**src/rtl/logic_unit_arbiter.sv**
```systemverilog
// logic_unit_arbiter
//   Shares one 32-bit bitwise logic unit (AND/OR/XOR/NOR) between NUM_REQ
//   requesters. Round-robin arbitration uses valid/ready handshakes, and a
//   single-entry registered result buffer supports backpressure.
//
// Ports
//   clock        in   rising-edge clock
//   reset        in   synchronous, active-high reset
//   req_valid    in   [NUM_REQ]     per-requester request valid
//   req_op       in   [2*NUM_REQ]   op i at [2i+1:2i]: 00 AND, 01 OR, 10 XOR, 11 NOR
//   req_a        in   [32*NUM_REQ]  operand A i at [32i+31:32i]
//   req_b        in   [32*NUM_REQ]  operand B, same packing as req_a
//   req_ready    out  [NUM_REQ]     one-hot grant, combinational, 0 during reset
//   rsp_valid    out  result buffer holds a valid result
//   rsp_id       out  [ID_W]        owner of the buffered result
//   rsp_data     out  [32]          buffered result word
//   rsp_ready    in   consumer takes the result when high with rsp_valid
//   grant_count  out  [16*NUM_REQ]  saturating per-requester grant counters
//
// Build option
//   LOGIC_ARB_STATS_EN  builds the grant counters; when it is undefined,
//                       grant_count is tied to zero. Arbitration is the same
//                       in both builds.

module logic_unit_arbiter #(
  parameter int unsigned NUM_REQ = 4,
  parameter int unsigned ID_W    = 2
) (
  input  logic                    clock,
  input  logic                    reset,
  input  logic [NUM_REQ-1:0]      req_valid,
  input  logic [2*NUM_REQ-1:0]    req_op,
  input  logic [32*NUM_REQ-1:0]   req_a,
  input  logic [32*NUM_REQ-1:0]   req_b,
  output logic [NUM_REQ-1:0]      req_ready,
  output logic                    rsp_valid,
  output logic [ID_W-1:0]         rsp_id,
  output logic [31:0]             rsp_data,
  input  logic                    rsp_ready,
  output logic [16*NUM_REQ-1:0]   grant_count
);

  // One extra bit, so that ptr + offset cannot overflow before the modulo.
  localparam logic [ID_W:0]   NREQ_W   = (ID_W+1)'(NUM_REQ);
  localparam logic [ID_W-1:0] LAST_IDX = ID_W'(NUM_REQ - 1);

  logic              rsp_valid_q, rsp_valid_d;
  logic [ID_W-1:0]   rsp_id_q,    rsp_id_d;
  logic [31:0]       rsp_data_q,  rsp_data_d;
  logic [ID_W-1:0]   ptr_q,       ptr_d;

  logic              can_accept;
  logic              grant_found;
  logic              grant_en;
  logic [NUM_REQ-1:0] grant_oh;
  logic [ID_W-1:0]   grant_id;

  logic [1:0]        sel_op;
  logic [31:0]       sel_a;
  logic [31:0]       sel_b;
  logic [31:0]       result;

  // The buffer can take a new result when it is empty, or when the held
  // result leaves in this same cycle. This gives back-to-back throughput.
  assign can_accept = !rsp_valid_q || rsp_ready;

  // Rotating priority search. The first valid requester at or after ptr wins.
  always_comb begin
    logic [ID_W:0] cand;
    grant_oh    = '0;
    grant_id    = '0;
    grant_found = 1'b0;
    cand        = '0;
    for (int unsigned k = 0; k < NUM_REQ; k++) begin
      cand = {1'b0, ptr_q} + (ID_W+1)'(k);
      if (cand >= NREQ_W) begin
        cand = cand - NREQ_W;
      end
      if (!grant_found && req_valid[cand[ID_W-1:0]]) begin
        grant_found                 = 1'b1;
        grant_oh[cand[ID_W-1:0]]    = 1'b1;
        grant_id                    = cand[ID_W-1:0];
      end
    end
  end

  assign grant_en  = can_accept && grant_found && !reset;
  assign req_ready = grant_en ? grant_oh : '0;

  // Operand select is driven by the one-hot grant vector, so at most one
  // term is active.
  always_comb begin
    sel_op = '0;
    sel_a  = '0;
    sel_b  = '0;
    for (int unsigned i = 0; i < NUM_REQ; i++) begin
      if (grant_oh[i]) begin
        sel_op = req_op[2*i +: 2];
        sel_a  = req_a[32*i +: 32];
        sel_b  = req_b[32*i +: 32];
      end
    end
  end

  always_comb begin
    case (sel_op)
      2'b00:   result = sel_a & sel_b;
      2'b01:   result = sel_a | sel_b;
      2'b10:   result = sel_a ^ sel_b;
      default: result = ~(sel_a | sel_b);
    endcase
  end

  always_comb begin
    rsp_valid_d = rsp_valid_q;
    rsp_id_d    = rsp_id_q;
    rsp_data_d  = rsp_data_q;
    ptr_d       = ptr_q;
    if (grant_en) begin
      rsp_valid_d = 1'b1;
      rsp_id_d    = grant_id;
      rsp_data_d  = result;
      ptr_d       = (grant_id == LAST_IDX) ? '0 : grant_id + ID_W'(1);
    end else if (rsp_valid_q && rsp_ready) begin
      // A drain with no new grant keeps id and data for visibility.
      rsp_valid_d = 1'b0;
    end
  end

  always_ff @(posedge clock) begin
    if (reset) begin
      rsp_valid_q <= 1'b0;
      rsp_id_q    <= '0;
      rsp_data_q  <= '0;
      ptr_q       <= '0;
    end else begin
      rsp_valid_q <= rsp_valid_d;
      rsp_id_q    <= rsp_id_d;
      rsp_data_q  <= rsp_data_d;
      ptr_q       <= ptr_d;
    end
  end

  assign rsp_valid = rsp_valid_q;
  assign rsp_id    = rsp_id_q;
  assign rsp_data  = rsp_data_q;

`ifdef LOGIC_ARB_STATS_EN
  logic [15:0] cnt_q [NUM_REQ];
  logic [15:0] cnt_d [NUM_REQ];

  // Each counter saturates at all-ones instead of wrapping.
  always_comb begin
    for (int unsigned i = 0; i < NUM_REQ; i++) begin
      cnt_d[i] = cnt_q[i];
      if (grant_en && grant_oh[i] && (cnt_q[i] != '1)) begin
        cnt_d[i] = cnt_q[i] + 16'd1;
      end
    end
  end

  always_ff @(posedge clock) begin
    for (int unsigned i = 0; i < NUM_REQ; i++) begin
      if (reset) begin
        cnt_q[i] <= '0;
      end else begin
        cnt_q[i] <= cnt_d[i];
      end
    end
  end

  always_comb begin
    grant_count = '0;
    for (int unsigned i = 0; i < NUM_REQ; i++) begin
      grant_count[16*i +: 16] = cnt_q[i];
    end
  end
`else
  assign grant_count = '0;
`endif

endmodule

```
**config.mk**
```make
export PLATFORM = sky130hd
export DESIGN_NAME = logic_unit_arbiter
export DESIGN_NICKNAME = d
export VERILOG_FILES = /design/src/rtl/logic_unit_arbiter.sv
export SDC_FILE = /design/constraint.sdc
export NUM_CORES = 1
export LEC_CHECK = 0
export ABC_AREA = 1
export ABC_CLOCK_PERIOD_IN_PS = 2900
export CORE_MARGIN = 10
export CORE_UTILIZATION = 28
export CTS_CLUSTER_SIZE = 20
export DETAILED_ROUTE_END_ITERATION = 10
export GPL_TIMING_DRIVEN = 0
export PLACE_DENSITY = 0.67
export SETUP_SLACK_MARGIN = 0.5
export SLEW_MARGIN = 20
export SYNTH_ARGS = -nofsm -noshare
export SYNTH_HDL_FRONTEND = slang
export SYNTH_SLANG_ARGS = --single-unit
```
**constraint.sdc**
```tcl
create_clock -name clock -period 2.9 [get_ports clock]
set_input_delay 0.58 -clock clock [delete_from_list [all_inputs] [get_ports clock]]
set_output_delay 0.58 -clock clock [all_outputs]
set_load 0.005 [all_outputs]
```
After elaboration in Yosys (flattened, before gate mapping)
Index checks and enable logic that the tools add are counted.

Register bits after elaboration: 37. Input port bits: 271. Output and inout bits: 103. Logic and storage cells: 101.

$add $sub $neg: 8. $lt $le $gt $ge: 12. Eq/ne operators: 3. Multiplexer cells: 49. Bitwise operators: 7. Reductions and logical operators: 18.

Operator list (count): $mux W32 (8); $pmux W32 S3 (1); $and A32 B32 Y32 (1); $not A32 Y32 (1); $or A32 B32 Y32 (1); $xor A32 B32 Y32 (1); $mux W2 (13); $mux W4 (5); $mux W1 (14); $lt A2 B3 Y1 const B (4); $or A4 B4 Y4 (3); $logic_and A1 B1 Y1 (10); $ge A3 B3 Y1 const B (3); $bmux W1 S2 (4); $demux W1 S2 (4); $ge A2 B1 Y1 const B (4); $sub A2 B1 Y2 const B (4); $add A2 B2 Y3 const B (2); $logic_not A1 Y1 (5); $eq A2 B2 Y1 const B (2); $add A2 B1 Y3 const B (1); $ge A2 B3 Y1 const B (1); $add A2 B1 Y2 const B (1); $eq A2 B1 Y1 const B (1); other kinds (3) (3).

Depth between registers and ports, before layout
Depth in word-level cells: 21. Mapped depth: 21. Depth with buffers taken out: 20.

Worst setup path before layout
No wires, ideal clock.

Path kind: reg-to-reg. Start point: register (tool-made name). End point: register rsp_data_q[12], in the netlist rsp_data[12]. Library setup time: 132 ps. Arrival time: 3036 ps. Data required time: 2768 ps. Path slack: -268 ps. Stages on the path, launching flop included: 20. Buffers on the path: 2. Period minus slack after synthesis: 3168 ps. Path through: dfxtp_1 > inv_2 > ha_1 > inv_1 > nand3_1 > nand2_1 > nor2_2 > a21oi_1 > nand3_2 > clkbuf_1 > clkbuf_1 > a21oi_1 > nand2_1 > a22oi_1 > inv_1 > ha_1 > o21ai_0 > nand3_1 > nand2_1 > a21oi_1.

RTL lines: end signal, assigned (RTL line 139) `rsp_data_q <= rsp_data_d;`; end, declared (RTL line 49) `logic [31:0] rsp_data_q, rsp_data_d;`.

==> impl_metrics.ini <==
[status]
status = finished, violations left
violations = negative setup slack

[clocking]
worst_skew_pair.late_latency_ns = 0.27
tritoncts = done
cts_sinks = 37
clockBufferDepth = 2
cts_htree_levels = 2
holdBufCountCts = 0
numCtsBuffers = 5
cts.clk_slew.worst_paths_ns = 0.06
cts-root-buf = clkbuf_16

[global_routing]
antenna_found_initial = 6
grt-ovfl-total = 0
met2_usage = 0.404
grt_max_degree = 12
grt_busiest_layer = met2
grt_pass1_wl_microns = 53700
grtUsageMet3 = 0.0562
grt_usage = 0.224
grtUsageMet1 = 0.260
grt_pass1_vias = 8829

[detailed_routing]
num_vias = 9008
routed_wl_microns = 37600
dr.pass1.iters = 7
ant_nets = 0
drtIter0Drc = 519
drcViolationCount = 0
detail_route.vias_per_cell = 4.78
wire_per_inst_microns = 19.9

[timing]
finalHoldViolCount = 0
report.final.slew_viol_count = 0
fin_crit_ns = 3.09
setup_viol = 31
whs_ns = 0.463
fmax_mhz = 324
min_period_over_period = 1.06
layout_setup_ws_ns = -0.188
rsz0062_at_grt = yes
skew_ns = 0.00405

[power]
p_sw_frac = 0.546
p_int_mw = 9.42
peakVddDrop_mv = 1.01
combPwrFrac = 0.926
pwr-share-clk = 0.030
p_sw_mw = 11.3
power_mw = 20.7
power_leakage_nw = 6.10
p_seq_frac = 0.044
powerDensity_mw_per_mm2 = 1620

[yosys]
synth_area_sq_mm = 0.00676
async_reset_ff_frac = 0
ys_types = 31
yosys.area.top_type_share = 0.136
synthFlopType = dfxtp_1
yosys.area.top_type = nand3_1
yosys_warnings = 0
ys_seq_area_frac = 0.110
ys_ff_latch = 37
synth.area.top_cells = nand3_1, ha_1, nand2_1, dfxtp_1, inv_1
synth.avg_cell_area_sq_um = 6.04
syn_inst = 1118
synth_edf_count = 0

[setup_path]
critPathTopFamily = simple AND/OR/NAND/NOR gates
cp.arrival_ns = 3.23
endpoint_kind = flip-flop
cp_num_cells = 21
reg2reg_depth = 21
start_kind = flip-flop
ff2ff_setup_slack_ns = -0.19
critical_path_buf_inv_count = 6
required_ns = 3.04
critPathMaxFanout = 10
r2r_end = rsp_data[20]
cpMaxStageDelayCell = dfxtp_4
cp_slowest_stage_delay_ns = 0.39
crit_type = flip-flop to flip-flop
cp_cell_sequence = inv_8 > buf_4 > nand2_1 > nand2_2 > nand2_1 > nand2_2 > nor2_4 > nand4_1 > nand3_4 > inv_6 > buf_12 > buf_8 > nand3_1 > nand2_1 > a22oi_2 > inv_1 > ha_1 > o21ai_1 > nand3_1 > nand2_1 > a21oi_1
path_common_cell = nand2_1

[cells_and_area]
syn_to_final_growth_pct = 89.1
final_area_sq_mm = 0.0128
layout-drive-gt1-share = 0.271
finish.net_count = 1905

[place]
post_dp_cell_area_sq_mm = 0.0109
dp_hpwl_microns = 30000
finalWeightedCongestion = 0.897
port_buffers = 308

[die]
start_util = 0.286
fp.dieW_microns = 175
fp-row-count = 56
coreArea_sq_mm = 0.0236
dieArea_sq_mm = 0.0307
io_pins = 374
die_y_microns = 175

[min_path]
hold_end = rsp_data[10]
min_from = rsp_data[10]
hold_path.class = flip-flop to flip-flop
hold_depth = 2

[job]
maxCapViolCount = 0
-- cells by family after synthesis --
| kind of cell | Yosys count | share of synthesized area |
|---|---|---|
| buf+inv | 301 | 0.213 |
| simple gates | 431 | 0.288 |
| other cells | 1 | 0.000555 |
| fa+ha+maj | 71 | 0.131 |
| compound gates | 277 | 0.258 |
| flops | 37 | 0.110 |
-- power groups by stage --
stage	logic, mW	clock network (mW)	registers (mW)
6_report	19.2	0.622	0.922
5_1_grt	20.9	0.653	0.959
4_1_cts	17.8	0.631	0.926
3_5_place_dp	15.2	0	0.955
3_3_place_gp	15.0	0	0.940
2_1_floorplan	10.4	0	0.951
-- sequential cells by signal, indices dropped and copies added, names as in the netlist, named ones only --
| register | count |
|---|---|
| ptr_q | 1 |
| rsp_valid | 1 |
| rsp_data | 32 |
| rsp_id | 2 |
-- cell usage after synthesis (7+ instances only) --
| cell type | n |
|---|---|
| o21ai_1 | 10 |
| dfxtp_1 | 37 |
| inv_2 | 7 |
| buf_1 | 18 |
| nand3_1 | 184 |
| o21ai_0 | 29 |
| inv_1 | 149 |
| o21a_1 | 64 |
| nand2_1 | 222 |
| buf_2 | 20 |
| a22oi_1 | 64 |
| ha_1 | 71 |
| clkbuf_1 | 36 |
| buf_4 | 66 |
| a21oi_1 | 105 |
-- stage by stage --
stage / util / std cells / setup slack (ns) / setup TNS, ns
floorplan: - / 1181 / 0.215 / 0
global placement: 0.462 / 1808 / -1.09 / -29.91
detailed placement: 0.462 / 1808 / -1.10 / -30.02
CTS: 0.520 / 1864 / -0.154 / -3.54
global route: 0.541 / 1885 / -0.343 / -8.72
finish: 0.541 / 1886 / -0.188 / -3.29
-- worst min-delay path, stage by stage, from the launching register on --
cell and delay [ns]:
dfxtp_1 0.31, nand2_1 0.06, a21oi_1 0.05
-- area by class of cell --
cell class                      count  area, sq um
Multi-Input combinational cell    844         5660
Inverter                          156          623
Antenna cell                        3         7.51
Sequential cell                    37          748
Tap cell                          319          399
Buffer                            145         1420
Clock inverter                      1         30.0
Fill cell                        2277        10800
Clock buffer                        7          143
Timing Repair Buffer              374         3740
-- worst max-delay path by stage --
| stage | to | slack [ns] |
|---|---|---|
| floorplan | rsp_data[10] | 0.21 |
| global placement | req_ready[3] | -1.09 |
| detailed placement | req_ready[3] | -1.10 |
| CTS | rsp_data[15] | -0.15 |
| global route | rsp_data[21] | -0.34 |
| finish | rsp_data[20] | -0.19 |
-- metal layers --
metal / wire (microns) / vias to the layer above
li1: - / 4482
met3: 2900 / 35
met2: 19200 / 365
met1: 14900 / 4124
met5: 13 / -
met4: 607 / 2
-- repair_timing --
action / 4_1_cts / 5_1_grt
setup endpoints to repair: 38 / 39
cloned: 6 / 5
setup buffers: 42 / 14
resized for setup: 197 / 106
pin swaps: 111 / 78
-- layout by cell type (no fill, tap or decap), types with 5 or more instances in the layout --
cell and n:
a21oi_1 72, a21oi_2 28, a21oi_4 8, a22oi_2 64, buf_12 5, buf_2 13, buf_4 118, buf_6 24
buf_8 8, clkbuf_1 7, clkbuf_16 22, clkbuf_2 6, clkbuf_4 8, clkbuf_8 9, clkdlybuf4s50_1 300, conb_1 64
dfxtp_1 35, ha_1 58, ha_2 10, inv_1 138, inv_2 10, nand2_1 181, nand2_2 38, nand2_4 10
nand3_1 172, nand3_2 10, nand3_4 6, nor2_4 6, o21a_1 64, o21ai_0 15, o21ai_1 23
Power figures use the tool's default switching activity.
